**config.mk**
```make
export PLATFORM = sky130hd
export DESIGN_NAME = fifo_read_streamer
export DESIGN_NICKNAME = d
export VERILOG_FILES = /design/src/rtl/fifo_read_streamer.sv
export SDC_FILE = /design/constraint.sdc
export NUM_CORES = 1
export LEC_CHECK = 0
export CORE_MARGIN = 4
export CORE_UTILIZATION = 50
export DETAILED_ROUTE_END_ITERATION = 8
export MAX_ROUTING_LAYER = met4
export PLACE_DENSITY_LB_ADDON = 0.1
export SLEW_MARGIN = 20
export SYNTH_ARGS = -nofsm -noshare
export SYNTH_HDL_FRONTEND = slang
export SYNTH_SLANG_ARGS = --single-unit
```
**constraint.sdc**
```tcl
create_clock -name rclk -period 6.3 [get_ports rclk]
set_clock_uncertainty 0.2 [all_clocks]
set_input_delay 0.63 -clock rclk [delete_from_list [all_inputs] [get_ports rclk]]
set_output_delay 0.63 -clock rclk [all_outputs]
set_load 0.1 [all_outputs]
```
**src/rtl/fifo_read_streamer.sv**
```systemverilog
// Read-side adapter for the dual-clock FIFO: pops words, absorbs the one-cycle
// read latency in a 2-entry skid buffer and presents a framed valid/ready stream.
module fifo_read_streamer #(
  parameter int DSIZE   = 8,
  parameter int PKT_LEN = 8,
  parameter int CNT_W   = 16
) (
  input  logic             rclk,
  input  logic             rrst,
  input  logic             en,
  input  logic             rempty,
  input  logic [DSIZE-1:0] rdata,
  output logic             rinc,
  output logic [DSIZE-1:0] m_data,
  output logic             m_valid,
  input  logic             m_ready,
  output logic             m_last,
  output logic             busy,
  output logic [CNT_W-1:0] beat_cnt
);

  localparam int PW = (PKT_LEN > 1) ? $clog2(PKT_LEN) : 1;
  localparam logic [PW-1:0] LAST_IDX = PW'(PKT_LEN - 1);

  typedef enum logic [1:0] {IDLE, RUN, FLUSH} state_t;

  state_t           state;
  state_t           state_nxt;
  logic [1:0]       occ;
  logic             inflight;
  logic [DSIZE-1:0] buf0;
  logic [DSIZE-1:0] buf1;
  logic [PW-1:0]    pkt_idx;
  logic             pop;
  logic [2:0]       slots_used;

  assign m_valid    = (occ != 2'd0);
  assign m_data     = buf0;
  assign m_last     = m_valid && (pkt_idx == LAST_IDX);
  assign pop        = m_valid && m_ready;
  // Slots that will be claimed after this edge, counting the word still in flight.
  assign slots_used = {1'b0, occ} + {2'b00, inflight} - {2'b00, pop};

  always_ff @(posedge rclk) begin
    if (rrst) begin
      state <= IDLE;
    end else begin
      state <= state_nxt;
    end
  end

  always_comb begin
    state_nxt = state;
    case (state)
      IDLE:    if (en) state_nxt = RUN;
      RUN:     if (!en) state_nxt = FLUSH;
      FLUSH: begin
        if (en) begin
          state_nxt = RUN;
        end else if (occ == 2'd0 && !inflight) begin
          state_nxt = IDLE;
        end
      end
      default: state_nxt = IDLE;
    endcase
  end

  always_comb begin
    busy = (state == RUN) || (state == FLUSH);
    rinc = !rrst && (state == RUN) && !rempty && (slots_used < 3'd2);
  end

  // buf0 is always the head; the word arriving from the FIFO lands behind whatever remains.
  always_ff @(posedge rclk) begin
    if (rrst) begin
      occ      <= 2'd0;
      inflight <= 1'b0;
      buf0     <= '0;
      buf1     <= '0;
    end else begin
      inflight <= rinc;
      case ({inflight, pop})
        2'b10: begin
          if (occ == 2'd0) begin
            buf0 <= rdata;
          end else begin
            buf1 <= rdata;
          end
          occ <= occ + 2'd1;
        end
        2'b01: begin
          buf0 <= buf1;
          occ  <= occ - 2'd1;
        end
        2'b11: begin
          if (occ == 2'd2) begin
            buf0 <= buf1;
            buf1 <= rdata;
          end else begin
            buf0 <= rdata;
          end
        end
        default: ;
      endcase
    end
  end

  // Packet position survives FLUSH/IDLE so an interrupted packet resumes where it left off.
  always_ff @(posedge rclk) begin
    if (rrst) begin
      pkt_idx  <= '0;
      beat_cnt <= '0;
    end else if (pop) begin
      pkt_idx  <= (pkt_idx == LAST_IDX) ? '0 : pkt_idx + PW'(1);
      beat_cnt <= beat_cnt + CNT_W'(1);
    end
  end

endmodule

```
==> After elaboration in Yosys (flattened, before gate mapping) <==
Cells that the tools add are included.
{ "word_totals": {"ff_bits": 40, "elab_cells": 59} }
{ "op_classes": {"add_sub_neg": 6, "muxes": 13, "magnitude_cmp": 1, "n_reduce_logical": 19, "eq_ne": 13} }
{ "op_table": {"columns": ["operator", "count"], "rows": [
  ["$mux 8", 4],
  ["$pmux 8 s3", 1],
  ["$add 16x1->16 const B", 1],
  ["$pmux 8 s2", 1],
  ["$ne 2x2->1 const B", 5],
  ["$eq 2x2->1 const B", 4],
  ["$mux 2", 4],
  ["$logic_and 1x1->1", 6],
  ["$pmux 2 s3", 1],
  ["$reduce_and 3->1", 2],
  ["$reduce_bool 2->1", 3],
  ["$eq 2x1->1 const B", 2],
  ["$logic_not 2->1", 2],
  ["$pmux 2 s2", 1],
  ["$add 2x1->3", 1],
  ["$add 3x1->3 const B", 1],
  ["$eq 3x3->1 const B", 1],
  ["$logic_not 1->1", 3],
  ["$lt 3x2->1 const B", 1],
  ["$mux 3", 1],
  ["$ne 3x3->1 const B", 1],
  ["$reduce_bool 3->1", 1],
  ["$sub 3x1->3", 1],
  ["$add 2x1->2 const B", 1],
  ["other kinds (3)", 3]
]} }

==> Depth between registers and ports, before layout <==
Gate-level depths: netlist of run 1.
{ "depth": {"depth_word": 5, "ltp_mapped": 9} }

==> Worst setup path before layout of run 1 <==
No wires, ideal clock.
{ "synth_timing": {"path_kind": "input port to output port", "start": "in m_ready", "end": "out rinc", "arrival_time_ps": 4789, "slack_ps": 681, "n_path_buf": 1, "stages": 8, "required_time_ps": 5470, "cell_sequence": "o21ai_4 > inv_2 > buf_6 > ha_1 > nand2b_1 > fa_1 > nand2_1 > nor4_1"} }
{ "synth_via": {"elab_chain_cells": 4} }
{ "synth_rtl": {"columns": ["item", "line", "text"], "rows": [
  ["from (decl)", "16", "input logic m_ready,"],
  ["$logic_and 1x1->1", "40", "assign pop = m_valid && m_ready;"],
  ["via pop", "34", "logic pop;"],
  ["$sub 3x1->3", "42", "assign slots_used = {1'b0, occ} + {2'b00, inflight} - {2'b00, pop};"],
  ["$lt 3x2->1", "70", "rinc = !rrst && (state == RUN) && !rempty && (slots_used < 3'd2);"],
  ["$logic_and 1x1->1", "70", null],
  ["to (decl)", "13", "output logic rinc,"]
]} }
The timed path passes the listed nets, and every way through them passes these cells.

==> Worst setup path after layout of run 1 <==
{ "layout_timing": {"start": "in m_ready", "end": "out rinc"} }
{ "layout_via": {"elab_chain_cells": 4} }
{ "layout_rtl": {"columns": ["item", "line"], "rows": [
  ["$logic_and 1x1->1", "40"],
  ["$sub 3x1->3", "42"],
  ["$lt 3x2->1", "70"],
  ["$logic_and 1x1->1", "70"]
]} }
Every way passes these cells.

==> results of run 1 <==
[routing by layer]
metal	vias up	GRT usage (%)
met5	-	-
met4	0	3.83
met3	4	5.18
met2	27	23.6
met1	730	21.5
li1	810	-
[final cells by class]
type	instances	area, um2	share of cell area [%]
Sequential cell	40	801	33.0
Clock buffer	6	72.6	2.99
Clock inverter	1	5.00	0.206
Timing Repair Buffer	41	408	16.8
Inverter	8	30.0	1.24
Multi-Input combinational cell	152	1050	43.3
Tap cell	48	60.1	2.47
[synth_stat cells, drive strengths merged]
library cell  number
dfxtp             40
nor2              23
a21oi             14
ha                12
nand2             12
nor2b             10
nor3              10
mux2i              9
a221oi             8
inv                8
o21ai              7
xor2               7
or3                6
clkbuf             5
nand3              5
xnor2              5
buf                4
nand4              4
nor4               4
and3               2
and4               2
o31ai              2
a211oi             1
a2bb2oi            1
fa                 1
nand2b             1
nand3b             1
o2111ai            1
o21bai             1
o41ai              1
or2                1
or4                1
[sequential cells by signal (all words and copies together) (netlist names)]
| signal | flops |
|---|---|
| m_data | 8 |
| buf1 | 8 |
| occ | 2 |
| beat_cnt | 16 |
| pkt_idx | 3 |
| inflight | 1 |
| state | 2 |
[power groups by stage]
stage	registers (uW)	logic [uW]	clock network [uW]
5_1_grt	324	461	177
6_report	318	434	158
3_5_place_dp	324	435	0
2_1_floorplan	458	218	0
3_3_place_gp	323	434	0
4_1_cts	318	436	161
[through the flow]
stage,hold slack (ps),cell area (um2),std cells
floorplan,240,1930,209
global placement,251,2350,289
detailed placement,253,2350,289
CTS,262,2430,296
global route,304,2430,296
finish,262,2430,296
[logic make-up (layout without fill, tap and decap cells)]
kind of cell | after synthesis | count (layout) | synth area share [%]
simple gates | 82 | 82 | 22.1
fa+ha+maj | 13 | 13 | 8.82
compound gates | 36 | 36 | 13.4
xor+xnor | 12 | 12 | 5.45
flops | 40 | 40 | 41.5
buf+inv | 17 | 56 | 4.02
mux | 9 | 9 | 4.67
[final timing paths]
check / to / slack [ps] / cells after the start
worst max-delay path: rinc / 1430 / 9
worst min-delay path: pkt_idx[1] / 260 / 2
worst max register to register: m_data[2] / 3570 / 7
worst min register to register: pkt_idx[1] / 260 / 2
[critical path, stage by stage]
cell	delay [ps]
sky130_fd_sc_hd__clkdlybuf4s50_1	530
sky130_fd_sc_hd__o21ai_4	120
sky130_fd_sc_hd__inv_2	250
sky130_fd_sc_hd__ha_1	320
sky130_fd_sc_hd__nand2b_1	170
sky130_fd_sc_hd__fa_1	490
sky130_fd_sc_hd__nand2_1	70
sky130_fd_sc_hd__nor4_1	260
sky130_fd_sc_hd__clkdlybuf4s50_1	1190
==> impl_metrics.sql, run 1 <==
INSERT INTO impl_metrics (metric_group, metric, value, unit) VALUES
('status', 'result_of_the_run', 'completed', ''),
('power_and_ir_drop', 'clock_power_share', '17.3', '%'),
('worst_setup_path', 'worst_ep_arrival_time', '4040', 'ps'),
('clock_tree', 'tritoncts.num_buffers', '5', ''),
('synth', 'ys.warnings.count', '0', ''),
('drt', 'routed.top_layer', 'met4', ''),
('clock_tree', 'cts.sinks', '40', ''),
('worst_setup_path', 'worst_setup_path_startpoint', 'm_ready', ''),
('clock_tree', 'hold_buffers', '0', ''),
('clock_tree', 'post_cts.repair.setup_buffers', '0', ''),
('synth', 'mapped_nets', '235', ''),
('timing', 'period_minus_slack', '4870', 'ps'),
('worst_setup_path', 'critical_path_required', '5470', 'ps'),
('drt', 'route.met2.wl', '1680', 'um'),
('power_and_ir_drop', 'p_int', '477', 'uW'),
('global_routing', 'globalRoute.totalOverflow', '0', ''),
('timing', 'period_share', '77.2', '%'),
('placed_design', 'gp_routability_congestion', '0.798', ''),
('timing', 'final_critical_path_setup_slack', '1430', 'ps'),
('timing', 'setup_viol', '0', ''),
('worst_setup_path', 'timing_worst_setup_path_type', 'primary input to primary output', ''),
('synth', 'ys_types', '38', ''),
('drt', 'routedWlPerCell', '12.6', 'um'),
('timing', 'worst_pin_slew', '973', 'ps'),
('worst_setup_path', 'path_max_fanout', '13', ''),
('floorplan', 'placeableCoreArea', '0.00369', 'mm2'),
('clock_tree', 'ctsHtreeMaxLevel', '2', ''),
('worst_setup_path', 'critical_path.reg2reg.startpoint', 'occ[0]', ''),
('global_routing', 'grt_pass1_wl', '6350', 'um'),
('placed_design', 'dp.final_hpwl', '2590', 'um'),
('clock_tree', 'clock-root-buffer', 'sky130_fd_sc_hd__clkbuf_8', ''),
('power_and_ir_drop', 'swShare', '47.6', '%'),
('power_and_ir_drop', 'pwr-share-seq', '35.0', '%'),
('drt', 'wirelength', '3730', 'um'),
('drt', 'avgViaCountPerCell', '5.31', ''),
('floorplan', 'die_height', '70.1', 'um'),
('synth', 'post_synth_instance_area', '0.00193', 'mm2'),
('timing', 'finalMaxSlewViolations', '0', ''),
('global_routing', 'first_global_vias', '1434', ''),
('global_routing', 'maximum_number_of_pins_on_one_net_before_global_route_repair', '43', ''),
('synth', 'synthDominantCellAreaShare', '41.5', '%'),
('worst_setup_path', 'endpoint_type_of_the_worst_setup_path', 'primary output', ''),
('power_and_ir_drop', 'power.density_cell_area', '375', 'mW/mm2'),
('power_and_ir_drop', 'p_leak', '0.000856', 'uW'),
('clock_tree', 'cts_resized', '0', ''),
('drt', 'met3RoutedLength', '167', 'um'),
('cells_and_area', 'area_delta_synth_final', '25.8', '%'),
('synth', 'synth_seq_area_share', '41.5', '%'),
('worst_setup_path', 'startpoint_type', 'primary input', ''),
('synth', 'ys_top_cells_by_area', 'sky130_fd_sc_hd__dfxtp_1, sky130_fd_sc_hd__ha_1, sky130_fd_sc_hd__mux2i_1', ''),
('power_and_ir_drop', 'max_ir_drop_vdd', '0.000320', 'V'),
('floorplan', 'top_level_ports', '41', ''),
('power_and_ir_drop', 'finalPower', '911', 'uW'),
('clock_tree', 'clk-insertion-delay-late', '280', 'ps'),
('hold_path', 'min_delay_path_class', 'register to register', ''),
('global_routing', 'antenna_found_initial', '0', ''),
('drt', 'routed-via-count', '1571', ''),
('drt', 'detail_route.drc_violations', '0', ''),
('synth', 'synthesis.area_per_instance', '9.23', 'um2'),
('cells_and_area', 'finish.utilization', '65.8', '%'),
('clock_tree', 'cts.reportedPaths.clkPinSlew', '70', 'ps'),
('floorplan', 'floorplan.rows', '22', ''),
('cells_and_area', 'num-nets-final', '274', ''),
('synth', 'flip_flop_and_latch_count_after_synthesis', '40', ''),
('cells_and_area', 'final_cell_mix', 'sky130_fd_sc_hd__dfxtp_1, sky130_fd_sc_hd__clkdlybuf4s50_1, sky130_fd_sc_hd__nor2_1', ''),
('floorplan', 'floorplan.die_area', '0.00492', 'mm2'),
('cells_and_area', 'layout-drive-gt1-share', '4.84', '%'),
('synth', 'postSynthCellCount', '209', ''),
('clock_tree', 'cts_tree', 'done', ''),
('floorplan', 'initial_core_util', '52.3', '%'),
('timing', 'grt_setup_unrepaired', 'no', '');
(Power assumes the default switching activity.)
==> inputs of run 2 (changes only) <==
==> constraint.sdc (replaced) <==
create_clock -name rclk -period 4.85 [get_ports rclk]
set_clock_uncertainty 0.2 [all_clocks]
set_input_delay 0.485 -clock rclk [delete_from_list [all_inputs] [get_ports rclk]]
set_output_delay 0.485 -clock rclk [all_outputs]
set_load 0.1 [all_outputs]
==> run 2 against run 1 <==
  * Worst setup slack got worse by 280 ps
  * Worst hold slack improved by 9.6 ps
  * Combinational power rose by 30%
  * Count of clock-buffer cells in the layout fell by 1
  * Global-route usage rose by 0.96 points
  * Critical path depth did not move
  * Register-to-register slack got worse by 1400 ps
  * First-iteration DRC count fell by 58%
  * Non-clock buffer count did not move
  * Cell count rose by 0.34%
  * Flip-flop and latch count did not move
  * Largest power group unchanged
==> impl_metrics.sql, run 2 (same netlist as run 1, synthesis figures left out) <==
INSERT INTO impl_metrics (metric_group, metric, value, unit) VALUES
('clock_tree', 'tritoncts.num_buffers', '5', ''),
('cells_and_area', 'num-nets-final', '274', ''),
('timing', 'maxClockFrequency', '271', 'MHz'),
('placed_design', 'dp.final_hpwl', '2690', 'um'),
('clock_tree', 'max_buffers_root_to_sink', '2', ''),
('clock_tree', 'cts_tree', 'done', ''),
('global_routing', 'maximum_number_of_pins_on_one_net_before_global_route_repair', '43', ''),
('floorplan', 'die_height', '70.1', 'um'),
('worst_setup_path', 'worst_setup_path_startpoint', 'm_ready', ''),
('worst_setup_path', 'path_max_fanout', '13', ''),
('cells_and_area', 'largest_register_ffs', '16', ''),
('cells_and_area', 'final_cell_mix', 'sky130_fd_sc_hd__dfxtp_1, sky130_fd_sc_hd__clkdlybuf4s50_1, sky130_fd_sc_hd__nor2_1', ''),
('cells_and_area', 'finish.utilization', '66.8', '%'),
('placed_design', 'buffer_ports.inserted', '40', ''),
('worst_setup_path', 'critical_path.reg2reg.startpoint', 'occ[0]', ''),
('clock_tree', 'post_cts.repair.setup_buffers', '0', ''),
('clock_tree', 'ctsHtreeMaxLevel', '2', ''),
('floorplan', 'floorplan.rows', '22', ''),
('drt', 'routedWlPerCell', '13.0', 'um'),
('timing', 'fin_setup_tns', '0', 'ps'),
('timing', 'finalHoldViolCount', '0', ''),
('worst_setup_path', 'endpoint_type_of_the_worst_setup_path', 'primary output', ''),
('clock_tree', 'hold_buffers', '0', ''),
('floorplan', 'placeableCoreArea', '0.00369', 'mm2'),
('global_routing', 'grt_pass1_wl', '6670', 'um'),
('global_routing', 'antenna_found_initial', '0', ''),
('drt', 'drt.antenna.violating_nets', '0', ''),
('cells_and_area', 'number_of_diodes', '0', ''),
('drt', 'avgViaCountPerCell', '5.37', ''),
('global_routing', 'globalRoute.totalOverflow', '0', ''),
('clock_tree', 'cts.reportedPaths.clkPinSlew', '70', 'ps'),
('floorplan', 'top_level_ports', '41', ''),
('clock_tree', 'cts.sinks', '40', ''),
('placed_design', 'gp_routability_congestion', '0.731', ''),
('drt', 'detail_route.drc_violations', '0', ''),
('placed_design', 'post-place-cells', '289', ''),
('timing', 'period_share', '76.1', '%'),
('cells_and_area', 'fillCellCount', '329', ''),
('worst_setup_path', 'depth_of_the_worst_register_to_register_path', '7', ''),
('timing', 'period_minus_slack', '3690', 'ps'),
('timing', 'setup_viol', '0', ''),
('cells_and_area', 'instances_no_fill', '297', ''),
('timing', 'grt_setup_unrepaired', 'no', ''),
('floorplan', 'floorplan.die_area', '0.00492', 'mm2'),
('hold_path', 'min-delay-start', 'pkt_idx[1]', ''),
('placed_design', 'placed_cell_area', '0.00235', 'mm2'),
('drt', 'wirelength', '3850', 'um'),
('cells_and_area', 'fin_area', '0.00246', 'mm2'),
('floorplan', 'initial_core_util', '52.3', '%'),
('worst_setup_path', 'critical_path_required', '4160', 'ps'),
('drt', 'routed-via-count', '1594', ''),
('clock_tree', 'cts_resized', '0', ''),
('run', 'cap_violations', '0', ''),
('global_routing', 'first_global_vias', '1521', ''),
('cells_and_area', 'layout_commonest_cell', 'sky130_fd_sc_hd__dfxtp_1', ''),
('worst_setup_path', 'startpoint_type', 'primary input', ''),
('cells_and_area', 'largest_register', 'beat_cnt', ''),
('cells_and_area', 'area_delta_synth_final', '27.8', '%'),
('drt', 'detail_route.iter0.violations', '61', ''),
('worst_setup_path', 'worst_ep_arrival_time', '3010', 'ps'),
('hold_path', 'min_delay_path_class', 'register to register', ''),
('timing', 'worst_pin_slew', '979', 'ps'),
('power_and_ir_drop', 'max_ir_drop_vdd', '0.000478', 'V'),
('drt', 'drt_pre_antenna_iters', '4', ''),
('status', 'result_of_the_run', 'completed', ''),
('power_and_ir_drop', 'power.density_cell_area', '507', 'mW/mm2'),
('cells_and_area', 'layout-drive-gt1-share', '6.43', '%'),
('global_routing', 'grt_use_total', '17.0', '%'),
('floorplan', 'die_w', '70.1', 'um'),
('power_and_ir_drop', 'p_leak', '0.000871', 'uW'),
('hold_path', 'worstHoldEndpoint', 'pkt_idx[1]', ''),
('worst_setup_path', 'critical_path.reg2reg.endpoint', 'm_data[1]', ''),
('timing', 'max_slew_margin', '34.5', '%'),
('hold_path', 'min_delay_path_depth', '2', ''),
('worst_setup_path', 'timing_worst_setup_path_type', 'primary input to primary output', ''),
('worst_setup_path', 'setup.reg_to_reg.worst_slack', '2160', 'ps'),
('timing', 'finalMaxSlewViolations', '0', ''),
('clock_tree', 'clock-root-buffer', 'sky130_fd_sc_hd__clkbuf_8', ''),
('clock_tree', 'clk-insertion-delay-late', '290', 'ps');
-- run 2: changes by cell type in the layout (fill, tap and decap cells not counted), sizes merged --
cell and change:
bufinv +1, clkinvlp +1, clkbuf -1, clkdlybuf4s50 -1, buf +1
-- run 2: final cells by class --
type	count	area, um2	area share, %
clock buffer	5	68.8	2.79
sequential	40	801	32.5
timing repair buffer	41	405	16.4
multi-input combinational	152	1060	42.9
inverter	8	30.0	1.22
clock inverter	3	42.5	1.73
tap	48	60.1	2.44
-- run 2: metrics by stage --
stage,setup slack (ps),total power (uW),hold WS [ps]
after floorplan,550,880,240
after CTS,1150,1260,270
after global placement,1210,985,263
after global routing,1030,1310,308
final,1160,1250,272
after detailed placement,1150,989,257
-- run 2: power by group --
part / leakage [uW] / total, uW / internal, uW / switching, uW
Combinational: 0.000494 / 566 / 152 / 414
Sequential: 0.000323 / 415 / 371 / 44.1
Clock: 0.0000541 / 269 / 152 / 117
-- run 2: worst max-delay path, stage by stage --
cell	delay, ps
sky130_fd_sc_hd__clkdlybuf4s50_1	540
sky130_fd_sc_hd__o21ai_4	130
sky130_fd_sc_hd__inv_2	250
sky130_fd_sc_hd__ha_1	330
sky130_fd_sc_hd__nand2b_1	170
sky130_fd_sc_hd__fa_1	500
sky130_fd_sc_hd__nand2_1	70
sky130_fd_sc_hd__nor4_2	200
sky130_fd_sc_hd__buf_4	320
-- run 2: worst max path at each step --
| stage | cells past startpoint | slack, ps | to |
|---|---|---|---|
| floorplan | 9 | 550 | rinc |
| detailed placement | 9 | 1150 | rinc |
| global route | 9 | 1030 | rinc |
| finish | 9 | 1160 | rinc |
| CTS | 9 | 1150 | rinc |
| global placement | 9 | 1210 | rinc |
-- run 2: per-layer routing --
metal  wire, um  vias up  share of wire, %  GRT usage (%)
met1       1920      744                50           21.2
met5          0        -                 0              -
li1           -      814                 -              -
met3        137        5               3.6           4.89
met2       1730       31                45           26.5
met4         57        0               1.5           5.74
